==> src/rtl/ram_dp_pkg.sv <==
// Shared types and helpers for the dual-port scratch RAM.
// Holds the init FSM state encoding and the even-parity helper.
package ram_dp_pkg;

    typedef enum logic {
        CLEAR = 1'b0,
        READY = 1'b1
    } init_state_e;

    localparam int PAR_MAX_W = 64;

    // Callers zero-extend narrower words; zero bits do not change parity.
    function automatic logic even_parity(input logic [PAR_MAX_W-1:0] d);
        return ^d;
    endfunction

endpackage

==> src/rtl/ram_dp_init_seq.sv <==
// Post-reset clear sequencer: walks every address once,
// then holds READY until the next reset.
module ram_dp_init_seq
    import ram_dp_pkg::*;
#(
    parameter int ADDR_WIDTH = 8
) (
    input  logic                  clk,
    input  logic                  rst,
    output logic                  clear_we,
    output logic [ADDR_WIDTH-1:0] clear_addr,
    output logic                  init_done
);

    init_state_e           state_q;
    init_state_e           state_d;
    logic [ADDR_WIDTH-1:0] cnt_q;
    logic [ADDR_WIDTH-1:0] cnt_d;

    always_ff @(posedge clk or posedge rst) begin
        if (rst) begin
            state_q <= CLEAR;
            cnt_q   <= '0;
        end else begin
            state_q <= state_d;
            cnt_q   <= cnt_d;
        end
    end

    always_comb begin
        state_d   = state_q;
        cnt_d     = cnt_q;
        clear_we  = 1'b0;
        init_done = 1'b0;
        unique case (state_q)
            CLEAR: begin
                clear_we = 1'b1;
                cnt_d    = cnt_q + 1'b1;
                if (&cnt_q) begin
                    state_d = READY;
                end
            end
            READY: begin
                init_done = 1'b1;
            end
            default: begin
                state_d = CLEAR;
            end
        endcase
    end

    assign clear_addr = cnt_q;

endmodule

==> src/rtl/ram_dp_param.sv <==
// True dual-port synchronous RAM, registered read-first outputs.
// Define RAM_DP_PARITY_EN to store and check per-word even parity.
module ram_dp_param
    import ram_dp_pkg::*;
#(
    parameter int DATA_WIDTH = 8,
    parameter int ADDR_WIDTH = 8
) (
    input  logic                  clk,
    input  logic                  rst,
    output logic                  init_done,
    input  logic [ADDR_WIDTH-1:0] address_0,
    input  logic [ADDR_WIDTH-1:0] address_1,
    input  logic [DATA_WIDTH-1:0] wdata_0,
    input  logic [DATA_WIDTH-1:0] wdata_1,
    input  logic                  cs_0,
    input  logic                  cs_1,
    input  logic                  we_0,
    input  logic                  we_1,
    input  logic                  oe_0,
    input  logic                  oe_1,
    output logic [DATA_WIDTH-1:0] rdata_0,
    output logic [DATA_WIDTH-1:0] rdata_1,
    output logic                  rvalid_0,
    output logic                  rvalid_1,
    output logic                  collision,
    output logic                  parity_err_0,
    output logic                  parity_err_1
);

    localparam int DEPTH = 2 ** ADDR_WIDTH;

`ifdef RAM_DP_PARITY_EN
    localparam int MW = DATA_WIDTH + 1;

    function automatic logic [MW-1:0] encode(
        input logic [DATA_WIDTH-1:0] d
    );
        return {even_parity(PAR_MAX_W'(d)), d};
    endfunction
`else
    localparam int MW = DATA_WIDTH;

    function automatic logic [MW-1:0] encode(
        input logic [DATA_WIDTH-1:0] d
    );
        return d;
    endfunction
`endif

    logic [MW-1:0] mem [DEPTH];

    logic                  clear_we;
    logic [ADDR_WIDTH-1:0] clear_addr;

    ram_dp_init_seq #(
        .ADDR_WIDTH(ADDR_WIDTH)
    ) u_init_seq (
        .clk       (clk),
        .rst       (rst),
        .clear_we  (clear_we),
        .clear_addr(clear_addr),
        .init_done (init_done)
    );

    logic wr_0;
    logic wr_1;
    logic rd_0;
    logic rd_1;
    logic same_addr;
    logic collide;

    assign wr_0      = init_done & cs_0 & we_0;
    assign wr_1      = init_done & cs_1 & we_1;
    assign rd_0      = init_done & cs_0 & ~we_0;
    assign rd_1      = init_done & cs_1 & ~we_1;
    assign same_addr = (address_0 == address_1);
    assign collide   = wr_0 & wr_1 & same_addr;

    logic [MW-1:0] word_0;
    logic [MW-1:0] word_1;
    logic          perr_0;
    logic          perr_1;

    assign word_0 = mem[address_0];
    assign word_1 = mem[address_1];

`ifdef RAM_DP_PARITY_EN
    assign perr_0 = word_0[MW-1] !=
                    even_parity(PAR_MAX_W'(word_0[DATA_WIDTH-1:0]));
    assign perr_1 = word_1[MW-1] !=
                    even_parity(PAR_MAX_W'(word_1[DATA_WIDTH-1:0]));
`else
    assign perr_0 = 1'b0;
    assign perr_1 = 1'b0;
`endif

    // Array has no reset; port 0 wins a same-address write.
    always_ff @(posedge clk) begin
        if (clear_we) begin
            mem[clear_addr] <= '0;
        end else begin
            if (wr_0) begin
                mem[address_0] <= encode(wdata_0);
            end
            if (wr_1 && !collide) begin
                mem[address_1] <= encode(wdata_1);
            end
        end
    end

    logic [DATA_WIDTH-1:0] rdata_0_q;
    logic [DATA_WIDTH-1:0] rdata_1_q;

    always_ff @(posedge clk or posedge rst) begin
        if (rst) begin
            rdata_0_q    <= '0;
            rdata_1_q    <= '0;
            rvalid_0     <= 1'b0;
            rvalid_1     <= 1'b0;
            parity_err_0 <= 1'b0;
            parity_err_1 <= 1'b0;
            collision    <= 1'b0;
        end else begin
            rvalid_0     <= rd_0;
            rvalid_1     <= rd_1;
            parity_err_0 <= rd_0 & perr_0;
            parity_err_1 <= rd_1 & perr_1;
            collision    <= collide;
            if (rd_0) begin
                rdata_0_q <= word_0[DATA_WIDTH-1:0];
            end
            if (rd_1) begin
                rdata_1_q <= word_1[DATA_WIDTH-1:0];
            end
        end
    end

    assign rdata_0 = oe_0 ? rdata_0_q : '0;
    assign rdata_1 = oe_1 ? rdata_1_q : '0;

endmodule
==> config.mk <==
export PLATFORM = sky130hd
export DESIGN_NAME = ram_dp_param
export DESIGN_NICKNAME = d
export VERILOG_FILES = /design/src/rtl/ram_dp_pkg.sv /design/src/rtl/ram_dp_init_seq.sv /design/src/rtl/ram_dp_param.sv
export SDC_FILE = /design/constraint.sdc
export NUM_CORES = 2
export LEC_CHECK = 0
export CAP_MARGIN = 15
export CORE_MARGIN = 3
export CORE_UTILIZATION = 25
export CTS_BUF_LIST = sky130_fd_sc_hd__clkbuf_16
export DETAILED_ROUTE_END_ITERATION = 16
export HOLD_SLACK_MARGIN = 0.1
export PLACE_DENSITY = 0.41
export SETUP_SLACK_MARGIN = 0.3
export SYNTH_ARGS = -nofsm -noshare
export SYNTH_HDL_FRONTEND = slang
export SYNTH_SLANG_ARGS = --single-unit
==> constraint.sdc <==
create_clock -name clk -period 4.23 [get_ports clk]
set_input_delay 0.846 -clock clk [delete_from_list [all_inputs] [get_ports clk]]
set_output_delay 0.846 -clock clk [all_outputs]
set_load 0.03 [all_outputs]
* Word level (Yosys, flattened, before mapping) *
Memory sizes are Yosys's and may differ from the RTL's. A register that Yosys moved wholly into a read port is not among the register bits.
Cells that the tools add are included.

cells by class
  reductions and logical operators = 4
  bitwise logic cells = 10
  equal/unequal tests = 1
  add/subtract/negate cells = 1
  mux-type cells = 15

operators by type and width
  operator                                                        count
  8-bit 2-to-1 mux                                                4
  1-bit 2-to-1 mux                                                11
  8-bit by 1-bit adder with 8-bit output (second input constant)  1
  1-bit AND                                                       8
  8-bit equality test                                             1
  8-bit AND reduction                                             1
  8-bit OR reduction                                              1
  1-bit inverter                                                  2
  1-bit logical AND                                               1
  1-bit zero test                                                 1

storage, ports and cells
  register bits = 12
  memories = 1
  output and inout port bits = 22
  memory bits (writable) = 2048
  input bits = 40
  logic and storage cells = 37

memory list
  memory  words  bits a word  rd ports  clocked after memory_dff  wr ports  line                source
  mem     256    8            2         2                         2         ram_dp_param.sv:51  logic [MW-1:0] mem [DEPTH];

* Depth between registers and ports, before layout *
  word-level depth = 10
  mapped depth = 13

* Cells and area by module *
From an unflattened synthesis, not the netlist that was laid out.

second synthesis, totals
  cell total of the unflattened synthesis = 7649
  area total of the unflattened synthesis = 124728.4 sq um

by module, submodules not included
  module           times used  cells each  sequential area each (sq um)  area an instance (sq um)
  ram_dp_param     1           7618        61974.4                       124345.5
  ram_dp_init_seq  1           31          225.2                         382.9

* Worst setup path after synthesis *
OpenSTA, ideal clock, no wires.

  path kind = input to register
  from = input address_0[0]
  to = memory mem[138][0] in the netlist's numbering, enable pin
  library setup time = 0.376 ns
  path buffers = 8
  data required time = 3.854 ns
  stages on the path = 13
  path slack = 0.638 ns
  arrival time = 3.215 ns
  path through = buf_4 buf_6 buf_6 buf_4 buf_6 inv_1 buf_2 buf_2 nand3_1 o21ai_0 nand2_1 buf_2 o22ai_1

RTL lines
  element      line                source
  from (decl)  ram_dp_param.sv:12  input logic [ADDR_WIDTH-1:0] address_0,
  to (decl)    ram_dp_param.sv:51

* Worst setup path in the final report *
  from = input oe_1
  to = output rdata_1[7]

between the ends
  cells in the longest elaborated chain, start to end = 1

ends and longest elaborated chain
  element           line                 source
  from (decl)       ram_dp_param.sv:21   input logic oe_1,
  8-bit 2-to-1 mux  ram_dp_param.sv:140  assign rdata_1 = oe_1 ? rdata_1_q : '0;
  to (decl)         ram_dp_param.sv:23   output logic [DATA_WIDTH-1:0] rdata_1,

Every way passes these cells.

==> metrics.yaml <==
grt:
  grt_pass1_wl_mm: 783
  grt_overflow: 0
  grt_max_degree: 92
  grt_use_total_pct: 22.9
  grt_pass1_vias: 89229
  antenna_found_initial: 50
critical_path:
  slowest_delay_ns: 0.80
  critPathLaunchType: "input port"
  cp_slowest_cell: "clkdlybuf4s50_1"
  r2r_cells: 8
  path_cells: "clkdlybuf4s50_1, buf_4, and2_1, clkdlybuf4s50_1"
  crit_top_cell: "clkdlybuf4s50_1"
  critPathCaptureType: "primary output"
  timing_worst_setup_path_type: "in2out"
  required_ns: 3.38
  worst_ep_arrival_time_ns: 2.99
  cp_max_fo: 8
synthesis:
  syn_avg_cell_area_um2: 11.9
  yosys_register_bits: 2076
  seq_area_frac_synth_pct: 51.7
  synth_edf_count: 2048
  synthArstFlopShare_pct: 1.35
  synthCells: 10107
  synth_ff_type: "edfxtp_1"
  yosysWarnings: 0
  synth_cell_types: 68
  netlist_area_mm2: 0.120
power_and_ir_drop:
  p_sw_mw: 11.8
  finalPower_mw: 47.8
  power_frac_comb_pct: 6.3
  swShare_pct: 24.8
  power_density_mw_per_mm2: 332
  ir_worst_vdd_mv: 0.279
  p_leak_nw: 40.1
  pwr-share-seq_pct: 46.6
  internal_power_mw: 35.9
  p_clk_share_pct: 47.1
clock_network:
  cts_setup_buffers: 0
  ctsHoldBuffers: 0
  cts.path.max_buffers: 4
  clkTransAtPathRegs_ns: 0.05
  insertion_delay_ns: 0.96
  h-tree-depth: 5
  cts-resized-gates: 0
  cts_tree: "built"
  cts.sink_count: 2076
  cts_buffers: 265
  cts_root_buffer: "clkbuf_16"
sta:
  whs_ns: 0.462
  hold_viol_final: 0
  min_period_over_period_pct: 90.6
  setup_violations: 0
  rsz0062_at_grt: "false"
  finalMaxSlewViolations: 0
  setup_ws_ns: 0.397
  relSlewSlack_pct: 13.7
  tightest_slew_ns: 1.29
  tns_ns: 0
  layout_min_cycle_time_ns: 3.83
  max_freq_mhz: 261
  clock_skew_ns: 0.0638
routing:
  vias: 94500
  drt-met1-wl_mm: 235
  wl_met3_mm: 56.7
  dr.pass1.iters: 8
  drt_iter0_drc: 13929
  drc: 0
  top_layer_used: "met5"
  post_drt_wl_per_cell_um: 33.8
  viasPerCell: 5.54
  wl_mm: 576
  wl_met2_mm: 256
  ant_nets: 0
die:
  die_w_um: 700
  num_rows: 254
  ios: 62
  fp.dieH_um: 700
  die_area_mm2: 0.490
  start_util_pct: 25.1
  core_mm2: 0.479
final_layout:
  final_layout_size_suffix_gt1_share_pct: 25.9
  stdcell_area_mm2: 0.144
  final_util_pct: 30.0
  syn_to_final_growth_pct: 19.6
  fin_nets: 10490
  fin_cells: 17066
  fill_cells: 48234
place:
  gp_congestion: 0.955
  place_area_mm2: 0.136
  hpwl_mm: 403
  portBuffers: 59
  post-place-ws_ns: 0.00988
  placed_cells: 16581
run_status:
  status: "complete, no violations"
hold_path:
  hold_depth: 3
  hold_path.class: "in2reg"
run:
  maxCapViolCount: 0
-- power groups by stage --
stage	Combinational, mW	Clock [mW]	Sequential (mW)
finish	3.02	22.5	22.2
global route	3.06	23.6	22.2
CTS	2.98	22.9	22.2
detailed placement	2.98	0	22.7
global placement	2.97	0	22.7
floorplan	1.57	0	22.7
-- sequential cells by signal, summed over array words and instances (netlist names) --
signal and count:
collision 1, mem 2048, rdata_0_q 8, rdata_1_q 8, rvalid_0 1, rvalid_1 1, u_init_seq.clear_addr 8, u_init_seq.state_q 1
-- final cells by class --
type                    count  area [um2]  share of cell area (%)
flip-flops and latches   2076       62200                    43.2
multi-input cells        6821       53000                    36.8
repair buffers           1277       12300                    8.52
well taps                6400        8010                    5.56
clock buffers             270        6760                    4.70
clock inverters           198        1580                    1.10
diodes                     16        40.0                  0.0278
inverters                   8        35.0                  0.0243
-- metal layers --
metal / up-vias / GRT usage [%]
li1: 39472 / -
met3: 899 / 5.04
met1: 48680 / 31.2
met2: 5425 / 35.2
met4: 24 / 9.18
met5: - / 0
-- logic make-up after synthesis --
logic type      count (synthesis)  share of synthesized area (%)
simple gates                 2747                           9.03
buf+inv                      1211                           4.36
xor+xnor                       15                          0.109
fa+ha+maj                       1                         0.0104
compound gates               2718                           12.3
flops                        2076                           51.7
mux                          1338                           22.5
other cells                     1                        0.00312
-- critical path, delay by kind of cell --
family	cells	cell delay [ns]
buffers and inverters	3	1.51
and+or+nand+nor	1	0.58
-- synthesized netlist by cell type (10+ instances only) --
| cell | n | area share [%] |
|---|---|---|
| a31oi_1 | 20 | 0.10 |
| nand3_1 | 38 | 0.16 |
| nor2_2 | 35 | 0.18 |
| a22oi_1 | 47 | 0.29 |
| o211ai_1 | 12 | 0.075 |
| mux2i_1 | 238 | 2.0 |
| nor4_1 | 10 | 0.052 |
| buf_4 | 67 | 0.42 |
| o21ai_0 | 2070 | 8.6 |
| nand2_1 | 2242 | 7.0 |
| o22ai_1 | 316 | 1.6 |
| a211oi_1 | 13 | 0.081 |
| nor2_1 | 262 | 0.82 |
| dfrtp_1 | 28 | 0.58 |
| buf_1 | 60 | 0.19 |
| o32ai_1 | 24 | 0.17 |
| a22o_1 | 10 | 0.073 |
| edfxtp_1 | 2048 | 51 |
| xor2_1 | 10 | 0.073 |
| buf_2 | 256 | 1.1 |
| buf_6 | 17 | 0.16 |
| nand4_1 | 25 | 0.13 |
| and2_1 | 32 | 0.17 |
| nand2b_1 | 12 | 0.062 |
| clkbuf_1 | 803 | 2.5 |
| mux4_2 | 1089 | 20 |
| a21oi_1 | 71 | 0.30 |
| nor3_1 | 37 | 0.15 |
| mux2_2 | 11 | 0.10 |
| nor2b_1 | 13 | 0.068 |
| o221ai_1 | 58 | 0.42 |
-- layout by cell type, fill, tap and decap left out, drive strengths merged, types with 12 or more instances in the layout --
cell	n
clkdlybuf4s50	36
diode	16
nand2b	12
a21oi	71
a211oi	13
buf	1240
o21ai	2070
nor2b	13
inv	77
mux2i	238
edfxtp	2048
nand3	38
o22ai	316
a22oi	47
clkbuf	271
nand2	2242
mux4	1089
dfrtp	28
clkinv	105
nor2	297
nand4	25
o221ai	58
bufinv	18
and2	32
nor3	37
o211ai	12
a31oi	21
o32ai	24
-- path summary, 6_finish.rpt --
| check | slack [ns] | from | endpoint |
|---|---|---|---|
| worst max-delay path | 0.40 | oe_1 | rdata_1[7] |
| worst min-delay path | 0.46 | wdata_1[2] | mem[225][2]$_DFFE_PP_ |
| worst max register to register | 0.78 | u_init_seq.state_q$_DFF_PP0_ | mem[253][2]$_DFFE_PP_ |
| worst min register to register | 0.52 | rdata_0_q[6]$_DFFE_PP0P_ | rdata_0_q[6]$_DFFE_PP0P_ |
| max in group asynchronous | 2.95 | rst | rdata_0_q[6]$_DFFE_PP0P_ |
| min in group asynchronous | 0.47 | rst | rvalid_0$_DFF_PP0_ |
Note: power is estimated with default switching activity, not from simulation.
